## src/rtl/icache.sv

```systemverilog
//==============================================================================
// Module      : icache
// Description : Direct-mapped instruction cache with one-word lines and a
//               single outstanding line fill. The fetch unit holds its request
//               until instr_valid. A miss issues a fill to the memory
//               controller and returns the fill word one cycle after
//               mem_success. jump_wrong aborts any pending fetch.
//               Optional feature macro: ICACHE_FLUSH_EN adds a flush input
//               that invalidates every line and aborts like jump_wrong.
// Revision    : 1.0 - initial release
//==============================================================================
`default_nettype none

module icache #(
    parameter int INDEX_BITS = 5
) (
    input  logic        clk,
    input  logic        rst,
`ifdef ICACHE_FLUSH_EN
    input  logic        flush,
`endif
    input  logic        rdy,
    input  logic        jump_wrong,
    input  logic        fetch_valid,
    input  logic [31:0] fetch_pc,
    output logic        instr_valid,
    output logic [31:0] instr,
    output logic        mem_read_signal,
    output logic [31:0] mem_addr,
    input  logic [31:0] mem_instr,
    input  logic        mem_success
);

    localparam int c_LINES = 1 << INDEX_BITS;
    localparam int c_TAG_W = 30 - INDEX_BITS;

    typedef enum logic [0:0] {
        IDLE = 1'b0,
        MISS = 1'b1
    } state_t;

    state_t                 r_state;
    state_t                 w_state_next;

    logic [c_LINES-1:0]     r_valid;
    logic [c_TAG_W-1:0]     r_tag  [c_LINES];
    logic [31:0]            r_data [c_LINES];

    logic                   r_instr_valid;
    logic [31:0]            r_instr;
    logic                   r_mem_read;
    logic [31:0]            r_mem_addr;

    logic                   w_abort;
    logic [INDEX_BITS-1:0]  w_idx;
    logic [c_TAG_W-1:0]     w_tag;
    logic                   w_hit;
    logic                   w_accept;
    logic                   w_fill;
    logic [INDEX_BITS-1:0]  w_fill_idx;
    logic [c_TAG_W-1:0]     w_fill_tag;
    logic                   w_unused_ok;

`ifdef ICACHE_FLUSH_EN
    // Flush behaves like a mispredict abort and additionally wipes the valid bits
    assign w_abort = jump_wrong | flush;
`else
    assign w_abort = jump_wrong;
`endif

    // Lookup fields; the byte offset of the fetch address is not used
    assign w_idx       = fetch_pc[INDEX_BITS+1:2];
    assign w_tag       = fetch_pc[31:INDEX_BITS+2];
    assign w_hit       = r_valid[w_idx] && (r_tag[w_idx] == w_tag);
    assign w_unused_ok = &{1'b0, fetch_pc[1:0]};

    // mem_addr doubles as the latched miss pc, so the fill line comes from it
    assign w_fill_idx = r_mem_addr[INDEX_BITS+1:2];
    assign w_fill_tag = r_mem_addr[31:INDEX_BITS+2];

    // A request is not taken in the cycle its predecessor's response is shown
    assign w_accept = rdy && !w_abort && (r_state == IDLE) && fetch_valid && !r_instr_valid;
    assign w_fill   = rdy && !w_abort && (r_state == MISS) && mem_success;

    // State register
    always_ff @(posedge clk) begin
        if (rst) begin
            r_state <= IDLE;
        end else begin
            r_state <= w_state_next;
        end
    end

    // Next-state logic: abort wins over a stall, a stall freezes the state
    always_comb begin
        w_state_next = r_state;
        if (w_abort) begin
            w_state_next = IDLE;
        end else if (rdy) begin
            case (r_state)
                IDLE:    if (w_accept && !w_hit) w_state_next = MISS;
                MISS:    if (mem_success)        w_state_next = IDLE;
                default: w_state_next = IDLE;
            endcase
        end
    end

    // Response and fill-request registers plus the line valid bits
    always_ff @(posedge clk) begin
        if (rst) begin
            r_valid       <= '0;
            r_instr_valid <= 1'b0;
            r_instr       <= 32'd0;
            r_mem_read    <= 1'b0;
            r_mem_addr    <= 32'd0;
        end else begin
            if (w_abort) begin
                r_instr_valid <= 1'b0;
                r_mem_read    <= 1'b0;
            end else if (rdy) begin
                r_instr_valid <= (w_accept && w_hit) || w_fill;
                if (w_accept && w_hit) begin
                    r_instr <= r_data[w_idx];
                end
                if (w_accept && !w_hit) begin
                    r_mem_read <= 1'b1;
                    r_mem_addr <= {fetch_pc[31:2], 2'b00};
                end
                if (w_fill) begin
                    r_instr    <= mem_instr;
                    r_mem_read <= 1'b0;
                end
            end
`ifdef ICACHE_FLUSH_EN
            if (flush) begin
                r_valid <= '0;
            end else if (w_fill) begin
                r_valid[w_fill_idx] <= 1'b1;
            end
`else
            if (w_fill) begin
                r_valid[w_fill_idx] <= 1'b1;
            end
`endif
        end
    end

    // Tag and data arrays are written only by a completed fill; no reset needed
    always_ff @(posedge clk) begin
        if (w_fill && !rst) begin
            r_tag[w_fill_idx]  <= w_fill_tag;
            r_data[w_fill_idx] <= mem_instr;
        end
    end

    assign instr_valid     = r_instr_valid;
    assign instr           = r_instr;
    assign mem_read_signal = r_mem_read;
    assign mem_addr        = r_mem_addr;

endmodule

`default_nettype wire

```

## config.mk

```make
export PLATFORM = sky130hd
export DESIGN_NAME = icache
export DESIGN_NICKNAME = d
export VERILOG_FILES = /design/src/rtl/icache.sv
export SDC_FILE = /design/constraint.sdc
export NUM_CORES = 2
export LEC_CHECK = 0
export ABC_CLOCK_PERIOD_IN_PS = 5000
export BUFFER_PORTS_ARGS = -buffer_cell sky130_fd_sc_hd__clkbuf_2
export CAP_MARGIN = 10
export CORE_ASPECT_RATIO = 1.75
export CORE_MARGIN = 3
export CORE_UTILIZATION = 40
export DETAILED_ROUTE_END_ITERATION = 8
export PLACE_DENSITY_LB_ADDON = 0.12
export SLEW_MARGIN = 0
export SYNTH_ARGS = -nofsm -noshare
export SYNTH_HDL_FRONTEND = slang
export SYNTH_SLANG_ARGS = --single-unit
```

## constraint.sdc

```tcl
create_clock -name clk -period 5 [get_ports clk]
set_clock_uncertainty 0.1 [all_clocks]
set_input_delay 1 -clock clk [delete_from_list [all_inputs] [get_ports clk]]
set_output_delay 1 -clock clk [all_outputs]
set_load 0.005 [all_outputs]
```

* After elaboration in Yosys (flattened, before gate mapping)
Memories as Yosys holds them, arrays and structs flattened.
Index checks and enable logic that the tools add are counted.
** Word-level totals
- Register bits :: 97
- RAM bits :: 1824
- Input port bits :: 70
- Output and inout bits :: 66
- Memories :: 2
** Cells by class
- $lt $le $gt $ge :: 3
- Eq/ne operators :: 1
- Muxes and demuxes :: 13
- Bitwise gates (word level) :: 3
- Reductions and logical operators :: 22
** Memories
- r_data :: words 32, width 32, rd ports 1, clocked after memory_dff 0, wr ports 1, line 47 : logic [31:0] r_data [c_LINES];
- r_tag :: words 32, width 25, rd ports 1, clocked after memory_dff 0, wr ports 1, line 46 : logic [c_TAG_W-1:0] r_tag [c_LINES];
** Operator list (count)
- $mux 32 :: 2
- $or 32x32->32 :: 1
- $eq 25x25->1 :: 1
- $lt 5x6->1 const B :: 2
- $logic_and 1x1->1 :: 11
- $mux 1 :: 8
- $reduce_and 3->1 :: 2
- $bmux 1 s5 :: 1
- $demux 1 s5 :: 1
- $ge 5x1->1 const B :: 1
- $logic_not 1->1 :: 4
- $reduce_bool 2->1 :: 2
- $not 1->1 :: 2
- $pmux 1 s2 :: 1
- $reduce_and 2->1 :: 1
- $reduce_or 2->1 :: 1
- $logic_or 1x1->1 :: 1

* Longest topological paths before layout
- Depth after elaboration :: 8
- Depth in mapped cells :: 16
- Depth with buffers taken out :: 9

* Least setup slack after synthesis
OpenSTA, ideal clock, no wires.
- Kind :: input port to flip-flop
- From :: in mem_success
- To :: mem r_data[12][0], enable pin
- Library setup time :: 0.472 ns
- Arrival :: 4.401 ns
- Slack :: 0.027 ns
- Cell stages on the path :: 7
- Path buffers :: 2
- Cells stage by stage :: nand3_1 > or2_2 > nor3_1 > nand2b_1 > clkbuf_1 > clkbuf_1 > nor2_1
** Between the ends
- Word-level cells in the longest chain between the ends :: 4
** RTL lines
- start, declared :: line 31 : input logic mem_success
- $logic_and 1x1->1 :: line 83 : assign w_fill = rdy && !w_abort && (r_state == MISS) && mem_success;
- $logic_and 1x1->1 :: line 150 : if (w_fill && !rst) begin
- $mux 1 :: line 150
- $mux 1 (implied by the code) :: line 152 : r_data[w_fill_idx] <= mem_instr;
- end, declared :: line 47
No other way between the ends.

* Worst setup path in the final report
- From :: in fetch_pc[3]
- To :: reg r_instr[7] (netlist: instr[7])
** Between the ends
- Word-level cells in the longest chain between the ends :: 6
** RTL lines
- start, declared :: line 25 : input logic [31:0] fetch_pc,
- $mem_v2 32x25 or $bmux 1 s5 (tied branches)
- $eq 25x25->1 or $mux 1 (tied branches) :: line 74 : assign w_hit = r_valid[w_idx] && (r_tag[w_idx] == w_tag);
- $logic_and 1x1->1 :: line 74
- $logic_and 1x1->1 :: line 122 : if (w_accept && w_hit) begin
- $reduce_bool 2->1 (no source line)
- $reduce_and 3->1 (no source line)
- end signal, assigned :: line 123 : r_instr <= r_data[w_idx];
- end signal, assigned :: line 130 : r_instr <= mem_instr;
- end, declared :: line 50 : logic [31:0] r_instr;
Parallel ways exist; a longest one is shown, timed or not. The select of a mux whose other input is x is not followed.
A chain may end at the register's enable or synchronous reset.

==> out/qor.yml <==
die:
  fp-row-count: 209
  fp.coreArea_um2: 185400
  die_x_um: 332.4
  die_area_um2: 191800
  start_util_pct: 40.22
  fp.dieH_um: 577.2
  ios: 136
clock_network:
  cts_setup_buffers: 0
  cts_hold_buffers: 0
  clock_tree.root_cell: "clkbuf_16"
  htree_levels: 4
  clock-sinks: 1921
  cts_buffers: 184
  clk_pin_slew_worst_paths_ns: 0.06
  insertion_delay_ns: 0.81
  clk_path_buf_depth: 4
  cts_resized: 0
  cts_tree: "done"
route:
  drtIter0Drc: 3028
  routed_wl_um: 203100
  drc_errors: 0
  post_drt_wl_per_cell_um: 31.56
  num_vias: 36230
  antenna_left: 0
  drt-vias-per-instance: 5.630
  firstDrtPassIters: 7
timing:
  fmax_mhz: 260.6
  fin_hold_ws_ns: 0.3224
  setup_viol: 0
  final-hold-violation-count: 0
  maxSlewViolCount: 0
  period_needed_ns: 3.837
  slew_headroom_pct: 21.75
  worst_slack_ns: 1.163
  timing.final.crit_share_pct: 76.74
  rsz0062_at_grt: "false"
  worstMarginPinSlew_ns: 1.172
  tns_ns: 0
setup_path:
  slowest_stage: "and4_1"
  arrival_ns: 4.39
  critPathMaxStageDelay_ns: 0.41
  crit_path_max_fanout: 30
  reg2reg_slack_ns: 1.62
  crit_cells: 16
  worstSetupPathType: "in -> reg"
  critical_path.top_delay_family: "buffers and inverters"
  startpoint: "fetch_pc[3]"
  worst_setup_path_end_kind: "register"
  path_cells: "buf_8 > buf_12 > buf_4 > mux2i_1 > a22oi_1 > a21oi_1 > nor4_1 > buf_4 > xor2_1 > nor4_1 > buf_4 > and4_1 > a21boi_4 > buf_12 > buf_12 > mux2i_1"
  cp.required_ns: 5.56
  cp_num_buf_inv: 7
  worstSetupStartpointType: "input pin"
  reg2reg_to: "instr[7]"
  worstRegToRegCells: 13
  r2r_start: "r_tag[27][10]"
  cp-endpoint: "instr[7]"
place:
  place_ws_ns: 0.3152
  dp_hpwl_um: 109400
  globalplace.congestion: 0.7369
  io_buffers: 131
global_route:
  grt_pass1_wl_um: 285700
  grt_max_degree: 75
  grt_overflow: 0
  antenna_found_initial: 7
  grt_pass1_vias: 37610
  grtUsageTotal_pct: 21.06
layout:
  layout_commonest_cell: "edfxtp_1"
  mostFrequentLayoutCells: "edfxtp_1, mux2i_1, mux4_2, clkbuf_16, buf_4"
  final_nets: 3938
  drive_above_1_share_pct: 25.54
  area_delta_synth_final_pct: 14.16
pwr:
  power_density_nw_per_um2: 379.0
  leakagePower_nw: 26.73
  ir_drop_mv: 0.2677
min_path:
  hold_path.class: "in -> reg"
synth:
  synth.distinct_cells: 54
  synth_flop_cell: "edfxtp_1"
  ys_seq_area_share_pct: 76.06
  yosysWarningCount: 0
  synthArstFlopShare_pct: 0
  synth-seq-cells: 1921
  synth_edf_count: 1824
  synth_area_per_cell_um2: 20.97
  syn_inst: 3556
  syn_area_um2: 74570
run:
  drv_cap: 0
run_status:
  status: "complete, no violations"
## cell usage after synthesis (5+ instances only)
cell type	n	area, um^2
mux2_2	13	146.4
nand4_1	5	31.28
mux4_2	378	8513
mux2i_1	400	4004
a21oi_1	61	305.3
xor2_1	11	96.34
buf_4	27	202.7
nor2b_1	18	112.6
clkbuf_1	68	255.2
buf_6	34	382.9
a211oi_1	9	67.56
dfxtp_1	97	1942
edfxtp_1	1824	54770
nand3_1	22	110.1
inv_1	32	120.1
buf_2	68	340.3
xnor2_1	11	96.34
a211o_1	32	280.3
nor4_1	15	93.84
o22ai_1	38	237.7
a22oi_1	137	1028
buf_1	13	48.80
nand2_1	21	78.83
nand2b_1	98	613.1
nor2_1	72	270.3
## per-layer routing
layer	global-route usage [%]	share of wire, %
met4	5.433	2.4
met5	0	0.013
met1	26.80	40
met3	2.418	3.8
met2	38.34	53
## how the worst min path moves through the flow
| stage | to | start | cells past startpoint |
|---|---|---|---|
| 6_report | instr_valid | jump_wrong | 2 |
| 5_1_grt | instr_valid | jump_wrong | 2 |
| 4_1_cts | instr_valid | jump_wrong | 2 |
| 3_5_place_dp | r_valid[15] | r_valid[15] | 2 |
| 3_3_place_gp | mem_read_signal | mem_read_signal | 1 |
| 2_1_floorplan | r_valid[12] | r_valid[12] | 2 |
## cells by family after synthesis
logic type | Yosys count | synth area share (%)
simple gates | 274 | 1.988
xor+xnor | 22 | 0.2584
other cells | 1 | 0.005029
flops | 1921 | 76.06
mux | 791 | 16.98
buf+inv | 243 | 1.837
compound gates | 304 | 2.873
## layout make-up
| cell class | count | area, um^2 |
|---|---|---|
| timing repair buffer | 336 | 2865 |
| inverter | 32 | 120.1 |
| sequential | 1921 | 56710 |
| clock inverter | 80 | 575.6 |
| tap | 2426 | 3035 |
| clock buffer | 247 | 5039 |
| multi-input combinational | 1393 | 16780 |
| antenna | 1 | 2.502 |
| fill | 15510 | 100300 |
## stage by stage
| step | instance area, um^2 | std cells | util, % | total power, W |
|---|---|---|---|---|
| finish | 85130 | 6436 | 45.92 | 0.03226 |
| global route | 85130 | 6436 | 45.92 | 0.03329 |
| CTS | 85130 | 6435 | 45.92 | 0.03264 |
| detailed placement | 79520 | 6108 | 42.89 | 0.01938 |
| global placement | 79520 | 6108 | 42.89 | 0.01936 |
| floorplan | 74570 | 3557 | - | 0.01879 |
## worst reg2reg max path: stages (launching register included)
cell and delay [ns]:
edfxtp_1 0.37, mux4_2 0.49, mux2_2 0.28, o22ai_1 0.34, a221oi_1 0.16, xnor2_1 0.23
nand4_1 0.13, buf_4 0.19, nor4_1 0.23, buf_4 0.16, a21boi_4 0.06, buf_12 0.17
buf_12 0.18, mux2i_1 0.13
## state kept, by name, summed over array words and instances, names as in the netlist
name,flops
r_valid,32
r_data,1024
instr,32
mem_addr,30
mem_read_signal,1
r_tag,800
instr_valid,1
r_state,1
## report_power, final
| group | total [W] | switching [W] | internal (W) |
|---|---|---|---|
| Combinational | 0.00139 | 0.000804 | 0.000583 |
| Sequential | 0.0176 | 0.0000499 | 0.0176 |
| Clock | 0.0133 | 0.00585 | 0.00742 |
| Total | 0.0323 | 0.00670 | 0.0256 |
(Power assumes the default switching activity.)
